<file path="config.mk">
export PLATFORM = sky130hd
export DESIGN_NAME = mux_scan_flat
export DESIGN_NICKNAME = d
export VERILOG_FILES = /design/src/rtl/mux_scan_if.sv /design/src/rtl/mux_scan.sv /design/src/flat_wrapper.sv
export SDC_FILE = /design/constraint.sdc
export NUM_CORES = 1
export LEC_CHECK = 0
export CAP_MARGIN = 20
export CORE_MARGIN = 2
export CORE_UTILIZATION = 40
export DETAILED_ROUTE_END_ITERATION = 10
export PLACE_DENSITY = 0.64
export SLEW_MARGIN = 20
export SYNTH_ARGS = -nofsm -noshare
export SYNTH_HDL_FRONTEND = slang
export SYNTH_SLANG_ARGS = --single-unit
export TNS_END_PERCENT = 20
</file>
<file path="constraint.sdc">
create_clock -name clk -period 3 [get_ports clk]
set_input_delay 0.6 -clock clk [delete_from_list [all_inputs] [get_ports clk]]
set_output_delay 0.6 -clock clk [all_outputs]
set_load 0.02 [all_outputs]
</file>
<file path="src/rtl/mux_scan_if.sv">
// mux_scan_if: channel data, controls and registered
// selector outputs of the mux_scan block.
interface mux_scan_if #(
  parameter int WIDTH    = 1,
  parameter int CHANNELS = 4,
  parameter int SEL_W    = 2
);
  logic [CHANNELS*WIDTH-1:0] x;
  logic                      mode;
  logic [SEL_W-1:0]          sel;
  logic [CHANNELS-1:0]       en_mask;
  logic                      hold;
  logic [WIDTH-1:0]          out;
  logic [SEL_W-1:0]          out_ch;
  logic                      out_valid;
  logic                      wrap;

  modport master (
    output x, mode, sel, en_mask, hold,
    input  out, out_ch, out_valid, wrap
  );

  modport slave (
    input  x, mode, sel, en_mask, hold,
    output out, out_ch, out_valid, wrap
  );
endinterface

</file>
<file path="src/rtl/mux_scan.sv">
// mux_scan: registered N-channel mux with static select
// and round-robin scan over enabled channels.
module mux_scan #(
  parameter int WIDTH    = 1,
  parameter int CHANNELS = 4,
  parameter int SEL_W    = 2,
  parameter int DWELL    = 8
) (
  input logic     clk,
  input logic     rst,
  mux_scan_if.slave bus
);

  localparam int CW = (DWELL > 1) ? $clog2(DWELL) : 1;
  localparam logic [CW-1:0] C_LAST = CW'(DWELL - 1);

  localparam logic [1:0] S_STATIC = 2'd0;
  localparam logic [1:0] S_SCAN   = 2'd1;
  localparam logic [1:0] S_EMPTY  = 2'd2;

  logic [1:0]       state, state_n;
  logic [SEL_W-1:0] p, p_n, p_inc;
  logic [CW-1:0]    c, c_n;
  logic [WIDTH-1:0] out_n;
  logic [SEL_W-1:0] ch_n;
  logic             valid_n, wrap_n;
  logic             sel_ok, cur_on;

  function automatic logic bit_at(
    input logic [CHANNELS-1:0] m,
    input logic [SEL_W-1:0]    i
  );
    logic [CHANNELS-1:0] s;
    s = m >> i;
    return s[0];
  endfunction

  function automatic logic [WIDTH-1:0] lane(
    input logic [CHANNELS*WIDTH-1:0] v,
    input logic [SEL_W-1:0]          i
  );
    logic [CHANNELS*WIDTH-1:0] s;
    s = v >> (int'(i) * WIDTH);
    return s[WIDTH-1:0];
  endfunction

  // First enabled channel at or after base, cyclically.
  function automatic logic [SEL_W-1:0] find(
    input logic [SEL_W-1:0]    base,
    input logic [CHANNELS-1:0] m
  );
    logic [SEL_W-1:0]    r;
    logic [CHANNELS-1:0] s;
    logic                hit;
    int                  idx;
    r   = base;
    hit = 1'b0;
    for (int k = 0; k < CHANNELS; k++) begin
      idx = (int'(base) + k) % CHANNELS;
      s   = m >> idx;
      if (!hit && s[0]) begin
        hit = 1'b1;
        r   = SEL_W'(idx);
      end
    end
    return r;
  endfunction

  assign sel_ok = int'(bus.sel) < CHANNELS;
  assign cur_on = bit_at(bus.en_mask, p);
  assign p_inc  = (int'(p) == CHANNELS - 1)
                ? '0 : p + SEL_W'(1);

  // Next state plus next pointer, dwell count and outputs.
  always_comb begin
    state_n = S_SCAN;
    if (!bus.mode)
      state_n = S_STATIC;
    else if (bus.en_mask == '0)
      state_n = S_EMPTY;
    p_n     = p;
    c_n     = '0;
    out_n   = '0;
    ch_n    = bus.out_ch;
    valid_n = 1'b0;
    wrap_n  = 1'b0;
    unique case (1'b1)
      state_n == S_STATIC: begin
        ch_n    = bus.sel;
        valid_n = sel_ok && bit_at(bus.en_mask, bus.sel);
        if (valid_n)
          out_n = lane(bus.x, bus.sel);
        if (sel_ok)
          p_n = bus.sel;
      end
      state_n == S_EMPTY: begin
        ch_n = bus.out_ch;
      end
      default: begin
        if (state != S_SCAN) begin
          p_n = find(p, bus.en_mask);
        end else if (!cur_on ||
                     (!bus.hold && c == C_LAST)) begin
          p_n    = find(p_inc, bus.en_mask);
          wrap_n = p_n <= p;
        end else if (!bus.hold) begin
          c_n = c + CW'(1);
        end else begin
          c_n = c;
        end
        out_n   = lane(bus.x, p_n);
        ch_n    = p_n;
        valid_n = 1'b1;
      end
    endcase
  end

  // Register state and all outputs; reset dominates.
  always_ff @(posedge clk) begin
    if (rst) begin
      state         <= S_STATIC;
      p             <= '0;
      c             <= '0;
      bus.out       <= '0;
      bus.out_ch    <= '0;
      bus.out_valid <= 1'b0;
      bus.wrap      <= 1'b0;
    end else begin
      state         <= state_n;
      p             <= p_n;
      c             <= c_n;
      bus.out       <= out_n;
      bus.out_ch    <= ch_n;
      bus.out_valid <= valid_n;
      bus.wrap      <= wrap_n;
    end
  end

endmodule
</file>
<file path="src/flat_wrapper.sv">
// flat-port wrapper written by rule: the top's interface ports become plain ports
module mux_scan_flat 
#(
  parameter int WIDTH    = 1,
  parameter int CHANNELS = 4,
  parameter int SEL_W    = 2,
  parameter int DWELL    = 8
)
  (clk, rst, bus_x, bus_mode, bus_sel, bus_en_mask, bus_hold, bus_out, bus_out_ch, bus_out_valid, bus_wrap);
  mux_scan_if #(.WIDTH(WIDTH), .CHANNELS(CHANNELS), .SEL_W(SEL_W)) bus_i ();
  input logic clk;
  input logic rst;
  input wire logic [$bits(bus_i.x)-1:0] bus_x;
  input wire logic [$bits(bus_i.mode)-1:0] bus_mode;
  input wire logic [$bits(bus_i.sel)-1:0] bus_sel;
  input wire logic [$bits(bus_i.en_mask)-1:0] bus_en_mask;
  input wire logic [$bits(bus_i.hold)-1:0] bus_hold;
  output wire logic [$bits(bus_i.out)-1:0] bus_out;
  output wire logic [$bits(bus_i.out_ch)-1:0] bus_out_ch;
  output wire logic [$bits(bus_i.out_valid)-1:0] bus_out_valid;
  output wire logic [$bits(bus_i.wrap)-1:0] bus_wrap;
  assign bus_i.x = bus_x;
  assign bus_i.mode = bus_mode;
  assign bus_i.sel = bus_sel;
  assign bus_i.en_mask = bus_en_mask;
  assign bus_i.hold = bus_hold;
  assign bus_out = bus_i.out;
  assign bus_out_ch = bus_i.out_ch;
  assign bus_out_valid = bus_i.out_valid;
  assign bus_wrap = bus_i.wrap;
  mux_scan #(.WIDTH(WIDTH), .CHANNELS(CHANNELS), .SEL_W(SEL_W), .DWELL(DWELL)) u_core (.clk(clk), .rst(rst), .bus(bus_i));
endmodule
</file>
==> results of run 1 <==
==> layer usage <==
| metal | GRT usage, % | vias to the layer above | share of wire (%) | wire length, µm |
|---|---|---|---|---|
| li1 | - | 525 | - | - |
| met1 | 22.4 | 500 | 46 | 1220 |
| met2 | 31.3 | 37 | 46 | 1210 |
| met3 | 2.79 | 8 | 5.3 | 140 |
| met4 | 8.84 | 0 | 2.7 | 72 |
| met5 | 0 | - | 0 | 0 |
==> Yosys cell counts (all sizes together) <==
| cell type | count |
|---|---|
| dfxtp | 10 |
| mux2i | 10 |
| nor2 | 8 |
| nand2b | 6 |
| o21ai | 6 |
| a21oi | 5 |
| buf | 5 |
| clkbuf | 5 |
| ha | 5 |
| inv | 5 |
| mux2 | 5 |
| nand2 | 5 |
| o31ai | 5 |
| a211oi | 4 |
| nor2b | 3 |
| nor4 | 3 |
| o311a | 3 |
| a2111oi | 2 |
| and3b | 2 |
| mux4 | 2 |
| nor3 | 2 |
| o21a | 2 |
| o21bai | 2 |
| a21boi | 1 |
| a221oi | 1 |
| a22oi | 1 |
| a31o | 1 |
| a31oi | 1 |
| and2 | 1 |
| and2b | 1 |
| and3 | 1 |
| and4b | 1 |
| nand3 | 1 |
| nor3b | 1 |
| nor4bb | 1 |
| o211a | 1 |
| o21ba | 1 |
| o221ai | 1 |
| o22a | 1 |
| o311ai | 1 |
| o32ai | 1 |
| or2 | 1 |
| xor2 | 1 |
==> kinds of logic (layout without fill, tap and decap cells) <==
family	after synthesis	count (layout)	share of synthesized area [%]
compound gates	40	40	28.6
xor+xnor	1	1	0.808
fa+ha+maj	5	5	5.77
buf+inv	15	37	7.51
flops	10	10	18.5
mux	17	17	18.6
simple gates	37	37	20.2
==> through the flow <==
| stage | worst slack (ps) | area (µm²) | cells | power, mW |
|---|---|---|---|---|
| floorplan | 490 | 1080 | 125 | 0.316 |
| global placement | 128 | 1310 | 173 | 0.382 |
| detailed placement | 39.2 | 1310 | 173 | 0.386 |
| CTS | 316 | 1350 | 177 | 0.508 |
| global route | 115 | 1350 | 177 | 0.542 |
| finish | 330 | 1350 | 177 | 0.506 |
==> worst min-delay path by stage <==
| stage | endpoint | slack, ps | cells past startpoint |
|---|---|---|---|
| 3_5_place_dp | u_core.c[2] | 490 | 2 |
| 5_1_grt | u_core.c[2] | 550 | 2 |
| 2_1_floorplan | u_core.c[1] | 470 | 2 |
| 3_3_place_gp | u_core.c[1] | 480 | 2 |
| 4_1_cts | u_core.c[2] | 510 | 2 |
| 6_report | u_core.c[1] | 500 | 2 |
==> sequential cells by signal, summed over array words and instances, names as in the netlist <==
name	cells
u_core.bus.out	1
u_core.bus.out_valid	1
u_core.c	3
u_core.bus.out_ch	2
u_core.bus.wrap	1
u_core.state	2
==> where the power goes <==
group / switching [mW] / internal (mW) / total (mW)
clock: 0.0472 / 0.0737 / 0.121
sequential: 0.00293 / 0.140 / 0.143
combinational: 0.123 / 0.118 / 0.242
total: 0.174 / 0.332 / 0.506
==> worst max-delay path: cells and delay by family <==
family                 cells  cell delay, ps
AOI/OAI and AO/OA          5            1320
and+or+nand+nor            1             260
buffers and inverters      1             630
==> cell type report <==
cell class                      instances  area, µm²  area share [%]
Timing Repair Buffer                   28        255            18.9
Tap cell                               30       37.5            2.78
Inverter                                5       18.8            1.39
Clock buffer                            4       36.3            2.69
Multi-Input combinational cell        100        802            59.4
Sequential cell                        10        200            14.8
==> metrics.csv, run 1 <==
metric,value,unit
clock buffer depth,2,
fmax,374,MHz
via count,1070,
layout cells sized above 1,17.0,%
clock-pin slew on the worst setup and hold paths,70,ps
cts hold-fix bufs,0,
Die Ht,56.0,µm
termination of the worst setup path,u_core.bus.out,
# H-tree levels,1,
r2r startpoint,u_core.bus.out_ch[0],
Util after Layout,53.5,%
Die Wd,56.0,µm
Post CTS Setup Buffer Count,0,
PD cells,375,nW/µm²
core area,2520,µm²
slowest CP cell,clkdlybuf4s50_1,
sequential share of the synthesized area,18.5,%
Hold Crit Class,reg -> reg,
Max IR drop VDD,422,µV
maxcap violations,0,
die area,3140,µm²
WS Path Type,in -> reg,
hold_sp,u_core.c[1],
synth top area cells,"dfxtp_1, mux2i_1, ha_1, mux4_2, nand2b_1",
vias per cell,6.05,
Slew headroom,66.6,%
final wirelength,2640,µm
Syn Area/Cell,8.67,µm²
worst hold slack,502,ps
Inserted Clock Buffers,3,
RSZ-0062 raised after global routing,false,
first-pass GRT wire length,4690,µm
Layout Nets,167,
synthesized area,1080,µm²
vias in the first global route,1072,
leakage power total,0.563,nW
Routed wire per std cell,14.9,µm
fillers,234,
Synthesized Nets,144,
gpl congestion,0.860,
worst slew pin tran,488,ps
CP Data Required Time,3140,ps
Syn. warnings,0,
Antenna Nets Post-Route,0,
worst reg2reg path depth,7,
antenna cells,0,
GR Util All Layers,18.4,%
antenna violations before repair,0,
DRC,0,
"commonest non-fill, non-tap cell in the layout",clkdlybuf4s50_1,
Critical Path Source Type,input port,
Clock Tree Root,clkbuf_4,
minimum clock period,2670,ps
grt ovf,0,
distinct cell type count after synthesis,49,
status,completed,
RR Endpoint,u_core.bus.out,
largest net degree at the start of global routing,21,
final period utilization,89.0,%
Layout Skew,1.48,ps
CP arrival,2810,ps
# rows,18,
Post-Syn Instances,125,
final setup TNS,0,ps
First DRT Iteration DRCs,37,
starting density of the core,43.0,%
port bufs,18,
Crit Path Max Fanout,14,
I/O pin count,19,
area share of the largest cell type after synthesis,18.5,%
"FF+latch count, synth",10,
TritonCTS clock tree,done,
"Clk Latency, worst-skew pair",260,ps
R2R Setup Slk,360,ps
Sink Count,10,
dpl hpwl,1990,µm
CP endpoint kind,register,
Setup crit start,bus_en_mask[2],
area grow syn2layout,24.6,%
max-slew violation count,0,
most frequent cells in the layout,"clkdlybuf4s50_1, mux2i_1, buf_4, dfxtp_1, nor2_1",
post-cts resize count,0,
"Largest stage delay, worst path",630,ps
TritonRoute pass-1 iters,4,
final setup violation count,0,
post-synth top area cell,dfxtp_1,
Fin. Hold Viols,0,
worst-path cell chain,"clkdlybuf4s50_1, and2_1, o311a_1, a211oi_2, o31ai_2, a2111oi_2, o32ai_1",
No activity file was read; power rests on OpenSTA's default activity.
==> run 2: changes to the inputs <==
--- a/config.mk
+++ b/config.mk
@@ -6,6 +6,7 @@
 export NUM_CORES = 1
 export LEC_CHECK = 0
 export CAP_MARGIN = 20
+export CORE_ASPECT_RATIO = 1.25
 export CORE_MARGIN = 2
 export CORE_UTILIZATION = 40
 export DETAILED_ROUTE_END_ITERATION = 10
==> constraint.sdc (replaced) <==
create_clock -name clk -period 3.1 [get_ports clk]
set_input_delay 0.62 -clock clk [delete_from_list [all_inputs] [get_ports clk]]
set_output_delay 0.62 -clock clk [all_outputs]
set_load 0.02 [all_outputs]
==> run 2 against run 1 <==
Compared with the run above:
- clock skew is 1.3 ps lower
- register-to-register slack better by 160 ps
- cell count is 2.3% higher
- worst setup slack better by 42 ps
- worst hold slack better by 12 ps
- clock-buffer cell count is 1 lower
- sequential share of layout area hardly changed
- routed wire length is 1.3% higher
- combinational power is 2% lower
- clock power is 29% lower
- sequential power is 3% lower
- largest cell class unchanged
- largest power group unchanged
- highest routed layer is now met3
==> metrics.csv, run 2 (synthesized netlist as in run 1, its figures left out) <==
metric,value,unit,change
Clk network pwr share,18.6,%,was 23.9%
layout cells sized above 1,17.0,%,unchanged
clock buffer depth,2,,unchanged
fillers,259,,was 234
CP endpoint kind,register,,unchanged
grt ovf,0,,unchanged
hold_sp,u_core.c[2],,was u_core.c[1]
Metal-1 WL,1240,µm,was 1220 µm
Post CTS Setup Buffer Count,0,,unchanged
Largest regs,"u_core.c (3), u_core.bus.out_ch (2), u_core.state (2)",,unchanged
Slew headroom,65.5,%,was 66.6%
GR Util All Layers,17.9,%,was 18.4%
area grow syn2layout,24.5,%,was 24.6%
Final WS setup,372,ps,was 330 ps
R2R Setup Slk,520,ps,was 360 ps
Routed wire per std cell,14.8,µm,was 14.9 µm
PD cells,342,nW/µm²,was 375 nW/µm²
max-slew violation count,0,,unchanged
Gate power share,51.2,%,was 47.8%
"Clk Latency, worst-skew pair",260,ps,about the same
leakage power total,0.561,nW,was 0.563 nW
vias per cell,5.71,,was 6.05
die area,3140,µm²,about the same
Routed met2 length,1370,µm,was 1210 µm
r2r startpoint,u_core.bus.out_ch[0],,unchanged
status,completed,,unchanged
Hold Crit Class,reg -> reg,,unchanged
largest net degree at the start of global routing,21,,unchanged
Die Wd,50.6,µm,was 56.0 µm
fmax,367,MHz,
Layout Skew,0.148,ps,was 1.48 ps
TritonRoute pass-1 iters,4,,unchanged
gpl congestion,0.832,,was 0.860
# rows,21,,was 18
antenna violations before repair,0,,unchanged
RSZ-0062 raised after global routing,false,,unchanged
via count,1033,,was 1070
port bufs,18,,unchanged
"commonest non-fill, non-tap cell in the layout",clkdlybuf4s50_1,,unchanged
first-pass GRT wire length,4560,µm,was 4690 µm
worst hold slack,514,ps,was 502 ps
maxcap violations,0,,unchanged
Post-Place Worst Slack,100,ps,was 39.2 ps
final setup violation count,0,,unchanged
starting density of the core,41.2,%,was 43.0%
Crit Path Max Fanout,11,,was 14
Top reg by flops,u_core.c,,unchanged
Inserted Clock Buffers,3,,unchanged
DRC,0,,unchanged
Clock Tree Root,clkbuf_4,,unchanged
max reg flops,3,,unchanged
clock-pin slew on the worst setup and hold paths,60,ps,was 70 ps
Fin. Hold Viols,0,,unchanged
DR top layer,met3,,was met4
antenna cells,0,,unchanged
dpl hpwl,2120,µm,was 1990 µm
Flop pwr share,30.1,%,was 28.3%
I/O pin count,19,,unchanged
# H-tree levels,1,,unchanged
Max IR drop VDD,221,µV,was 422 µV
Die Ht,62.2,µm,was 56.0 µm
final setup TNS,0,ps,unchanged
TritonCTS clock tree,done,,unchanged
Sink Count,10,,unchanged
First DRT Iteration DRCs,16,,was 37
WS Path Type,in -> reg,,unchanged
vias in the first global route,1029,,was 1072
final wirelength,2680,µm,was 2640 µm
Sw Share,35.5,%,was 34.3%
CP Data Required Time,3230,ps,was 3140 ps
cts hold-fix bufs,0,,unchanged
most frequent cells in the layout,"clkdlybuf4s50_1, buf_4, mux2i_1, dfxtp_1, nor2_1",,"was clkdlybuf4s50_1, mux2i_1, buf_4, dfxtp_1, nor2_1"
worst slew pin tran,504,ps,was 488 ps
final period utilization,88.0,%,
Layout Nets,168,,was 167
CP arrival,2860,ps,was 2810 ps
Setup crit start,bus_en_mask[1],,was bus_en_mask[2]
Net Sw Power,0.164,mW,was 0.174 mW
Critical Path Source Type,input port,,unchanged
met3 WL,66,µm,was 140 µm
post-cts resize count,0,,unchanged
Antenna Nets Post-Route,0,,unchanged
core area,2630,µm²,was 2520 µm²
Internal Power,0.298,mW,was 0.332 mW
minimum clock period,2730,ps,
run 2: cell types whose count changed in the layout (fill, tap and decap cells not counted):
cell and delta:
clkbuf_8 -1, buf_4 +1
run 2: path summary, 6_finish.rpt:
kind	depth (start not counted)	end
worst max-delay path	7	u_core.bus.out
worst min-delay path	2	u_core.c[2]
worst max register to register	8	u_core.bus.out
worst min register to register	2	u_core.c[2]
run 2: area by class of cell:
| type | count | area, µm² | area share [%] |
|---|---|---|---|
| multi-input cells | 100 | 802 | 59.5 |
| repair buffers | 29 | 263 | 19.5 |
| flip-flops and latches | 10 | 200 | 14.8 |
| inverters | 5 | 18.8 | 1.39 |
| clock buffers | 3 | 22.5 | 1.67 |
| well taps | 34 | 42.5 | 3.15 |
run 2: critical path: stages:
cell	delay [ps]
clkdlybuf4s50_1	580
mux2_2	360
a2111oi_0	510
a211oi_2	130
o311a_1	170
a2111oi_2	350
o32ai_1	130
run 2: power groups by stage:
stage / sequential, mW / clock (mW) / combinational (mW)
floorplan: 0.149 / 0 / 0.157
global placement: 0.142 / 0 / 0.230
detailed placement: 0.142 / 0 / 0.236
CTS: 0.139 / 0.0900 / 0.237
global route: 0.139 / 0.0932 / 0.259
finish: 0.139 / 0.0860 / 0.236
run 2: metal layers:
layer,vias to the layer above,global-route usage (%)
li1,524,-
met1,495,23.3
met2,14,30.6
met3,0,1.20
met4,0,6.08
met5,-,0
run 2: per-stage QoR:
step | std cells | area, µm² | total power, mW | utilization, %
2_1_floorplan | 125 | 1080 | 0.306 | -
3_3_place_gp | 178 | 1330 | 0.372 | 50.5
3_5_place_dp | 178 | 1330 | 0.377 | 50.5
4_1_cts | 181 | 1350 | 0.466 | 51.3
5_1_grt | 181 | 1350 | 0.492 | 51.3
6_report | 181 | 1350 | 0.462 | 51.3
==> run 3: changes to the inputs <==
--- a/config.mk
+++ b/config.mk
@@ -6,7 +6,6 @@
 export NUM_CORES = 1
 export LEC_CHECK = 0
 export CAP_MARGIN = 20
-export CORE_ASPECT_RATIO = 1.25
 export CORE_MARGIN = 2
 export CORE_UTILIZATION = 40
 export DETAILED_ROUTE_END_ITERATION = 10
==> constraint.sdc (replaced) <==
create_clock -name clk -period 3.1 [get_ports clk]
set_input_delay 0.62 -clock clk [delete_from_list [all_inputs] [get_ports clk]]
set_output_delay 0.62 -clock clk [all_outputs]
set_load 0.005 [all_outputs]
==> run 3 against run 2 <==
Compared with the run above:
- via count up 3.7%
- register-to-register slack worse by 130 ps
- maximum frequency up 0.83%
- sequential share of layout area about the same
- first-iteration DRC count up 110%
- cell count down 2.2%
- non-clock buffer count down 1
- worst hold slack better by 1.0 ps
- largest cell class unchanged
==> metrics.csv, run 3 (synthesized netlist as in run 1, its figures left out) <==
metric,value,unit,change
layout cells sized above 1,17.0,%,unchanged
worst reg2reg path depth,7,,was 8
most frequent cells in the layout,"clkdlybuf4s50_1, mux2i_1, buf_4, dfxtp_1, nor2_1",,"was clkdlybuf4s50_1, buf_4, mux2i_1, dfxtp_1, nor2_1"
final period utilization,87.3,%,was 88.0%
Critical Path Source Type,register,,was input port
DRC,0,,unchanged
Max IR drop VDD,444,µV,was 221 µV
CP endpoint kind,register,,unchanged
# rows,18,,was 21
Gate power share,46.7,%,was 51.2%
vias per cell,6.05,,was 5.71
Post-Place Worst Slack,66.0,ps,was 100 ps
Top reg by flops,u_core.c,,unchanged
WS Path Type,reg -> reg,,was in -> reg
maxcap violations,0,,unchanged
Clock Tree Root,clkbuf_4,,unchanged
CP Data Required Time,3240,ps,was 3230 ps
GR Util All Layers,17.1,%,was 17.9%
# H-tree levels,1,,unchanged
Sw Share,33.5,%,was 35.5%
dpl hpwl,2000,µm,was 2120 µm
gpl congestion,0.867,,was 0.832
Antenna Nets Post-Route,0,,unchanged
Hold Crit Class,reg -> reg,,unchanged
port bufs,18,,unchanged
"Clk Latency, worst-skew pair",270,ps,was 260 ps
first-pass GRT wire length,4510,µm,was 4560 µm
hold path depth,2,,unchanged
max-slew violation count,0,,unchanged
Die Wd,56.0,µm,was 50.6 µm
final non-filler cell total,177,,was 181
Flop pwr share,28.8,%,was 30.1%
cts hold-fix bufs,0,,unchanged
largest net degree at the start of global routing,21,,unchanged
Largest regs,"u_core.c (3), u_core.bus.out_ch (2), u_core.state (2)",,unchanged
CP arrival,2850,ps,was 2860 ps
"commonest non-fill, non-tap cell in the layout",clkdlybuf4s50_1,,unchanged
minimum clock period,2710,ps,was 2730 ps
fmax,370,MHz,was 367 MHz
antenna cells,0,,unchanged
Crit Path Max Fanout,13,,was 11
final setup violation count,0,,unchanged
final setup TNS,0,ps,unchanged
Routed wire per std cell,15.0,µm,was 14.8 µm
Layout Nets,167,,was 168
Post CTS Setup Buffer Count,0,,unchanged
max reg flops,3,,unchanged
Internal Power,0.319,mW,was 0.298 mW
Layout Skew,7.40,ps,was 0.148 ps
worst slew pin tran,546,ps,was 504 ps
clock buffer depth,2,,unchanged
TritonCTS clock tree,done,,unchanged
status,completed,,unchanged
Fin. Hold Viols,0,,unchanged
clock-pin slew on the worst setup and hold paths,70,ps,was 60 ps
Clk network pwr share,24.5,%,was 18.6%
die area,3140,µm²,about the same
I/O pin count,19,,unchanged
dpl cells,173,,was 178
starting density of the core,43.0,%,was 41.2%
slowest CP cell,ha_1,,was clkdlybuf4s50_1
RSZ-0062 raised after global routing,false,,unchanged
antenna violations before repair,0,,unchanged
area grow syn2layout,24.6,%,was 24.5%
First DRT Iteration DRCs,34,,was 16
Die Ht,56.0,µm,was 62.2 µm
Net Sw Power,0.161,mW,was 0.164 mW
"Largest stage delay, worst path",550,ps,was 580 ps
TritonRoute pass-1 iters,4,,unchanged
leakage power total,0.563,nW,was 0.561 nW
grt ovf,0,,unchanged
vias in the first global route,1022,,was 1029
fillers,243,,was 259
Sink Count,10,,unchanged
worst hold slack,515,ps,was 514 ps
Inserted Clock Buffers,3,,unchanged
final wirelength,2650,µm,was 2680 µm
Slew headroom,62.6,%,was 65.5%
Final WS setup,394,ps,was 372 ps
PD cells,355,nW/µm²,was 342 nW/µm²
post-cts resize count,0,,unchanged
via count,1071,,was 1033
worst-path cell chain,"ha_1, mux2_2, a2111oi_0, a211oi_2, o311a_1, a2111oi_2, o32ai_1",,"was clkdlybuf4s50_1, mux2_2, a2111oi_0, a211oi_2, o311a_1, a2111oi_2, o32ai_1"
core area,2520,µm²,was 2630 µm²
run 3: changes by cell type in the layout (fill, tap and decap cells not counted), sizes merged:
cell    delta
clkbuf     +1
buf        -1
run 3: critical path, delay by kind of cell, from the launching register on:
kind / cells / cell delay (ps)
fa+ha+maj: 1 / 550
compound gates: 5 / 1320
mux: 1 / 390
flops: 1 / 320
run 3: per-stage QoR:
step | cell area, µm² | power (mW) | utilization [%]
floorplan | 1080 | 0.299 | -
global placement | 1310 | 0.362 | 52.1
detailed placement | 1310 | 0.365 | 52.1
CTS | 1350 | 0.482 | 53.5
global route | 1350 | 0.511 | 53.5
finish | 1350 | 0.480 | 53.5
run 3: layout make-up:
type | count | area, µm² | area share (%)
Tap cell | 30 | 37.5 | 2.78
Timing Repair Buffer | 28 | 255 | 18.9
Inverter | 5 | 18.8 | 1.39
Sequential cell | 10 | 200 | 14.8
Clock buffer | 4 | 36.3 | 2.69
Multi-Input combinational cell | 100 | 802 | 59.4
run 3: power by group through the flow:
| stage | sequential [mW] | combinational, mW | clock [mW] |
|---|---|---|---|
| floorplan | 0.143 | 0.157 | 0 |
| global placement | 0.141 | 0.220 | 0 |
| detailed placement | 0.141 | 0.224 | 0 |
| CTS | 0.138 | 0.224 | 0.119 |
| global route | 0.139 | 0.246 | 0.127 |
| finish | 0.138 | 0.224 | 0.118 |
run 3: metal layers:
layer	GRT usage, %	part of all wire [%]	up-vias	routed length [µm]
li1	-	-	524	-
met1	22.9	46	486	1220
met2	27.4	44	57	1180
met3	4.19	8.3	4	221
met4	4.42	1.1	0	29
met5	0	0	-	0
run 3: path summary, 6_finish.rpt:
kind	end	slack [ps]	startpoint
worst max-delay path	u_core.bus.out	390	u_core.bus.out_ch[0]
worst min-delay path	u_core.c[1]	510	u_core.c[1]
worst max register to register	u_core.bus.out	390	u_core.bus.out_ch[0]
worst min register to register	u_core.c[1]	510	u_core.c[1]
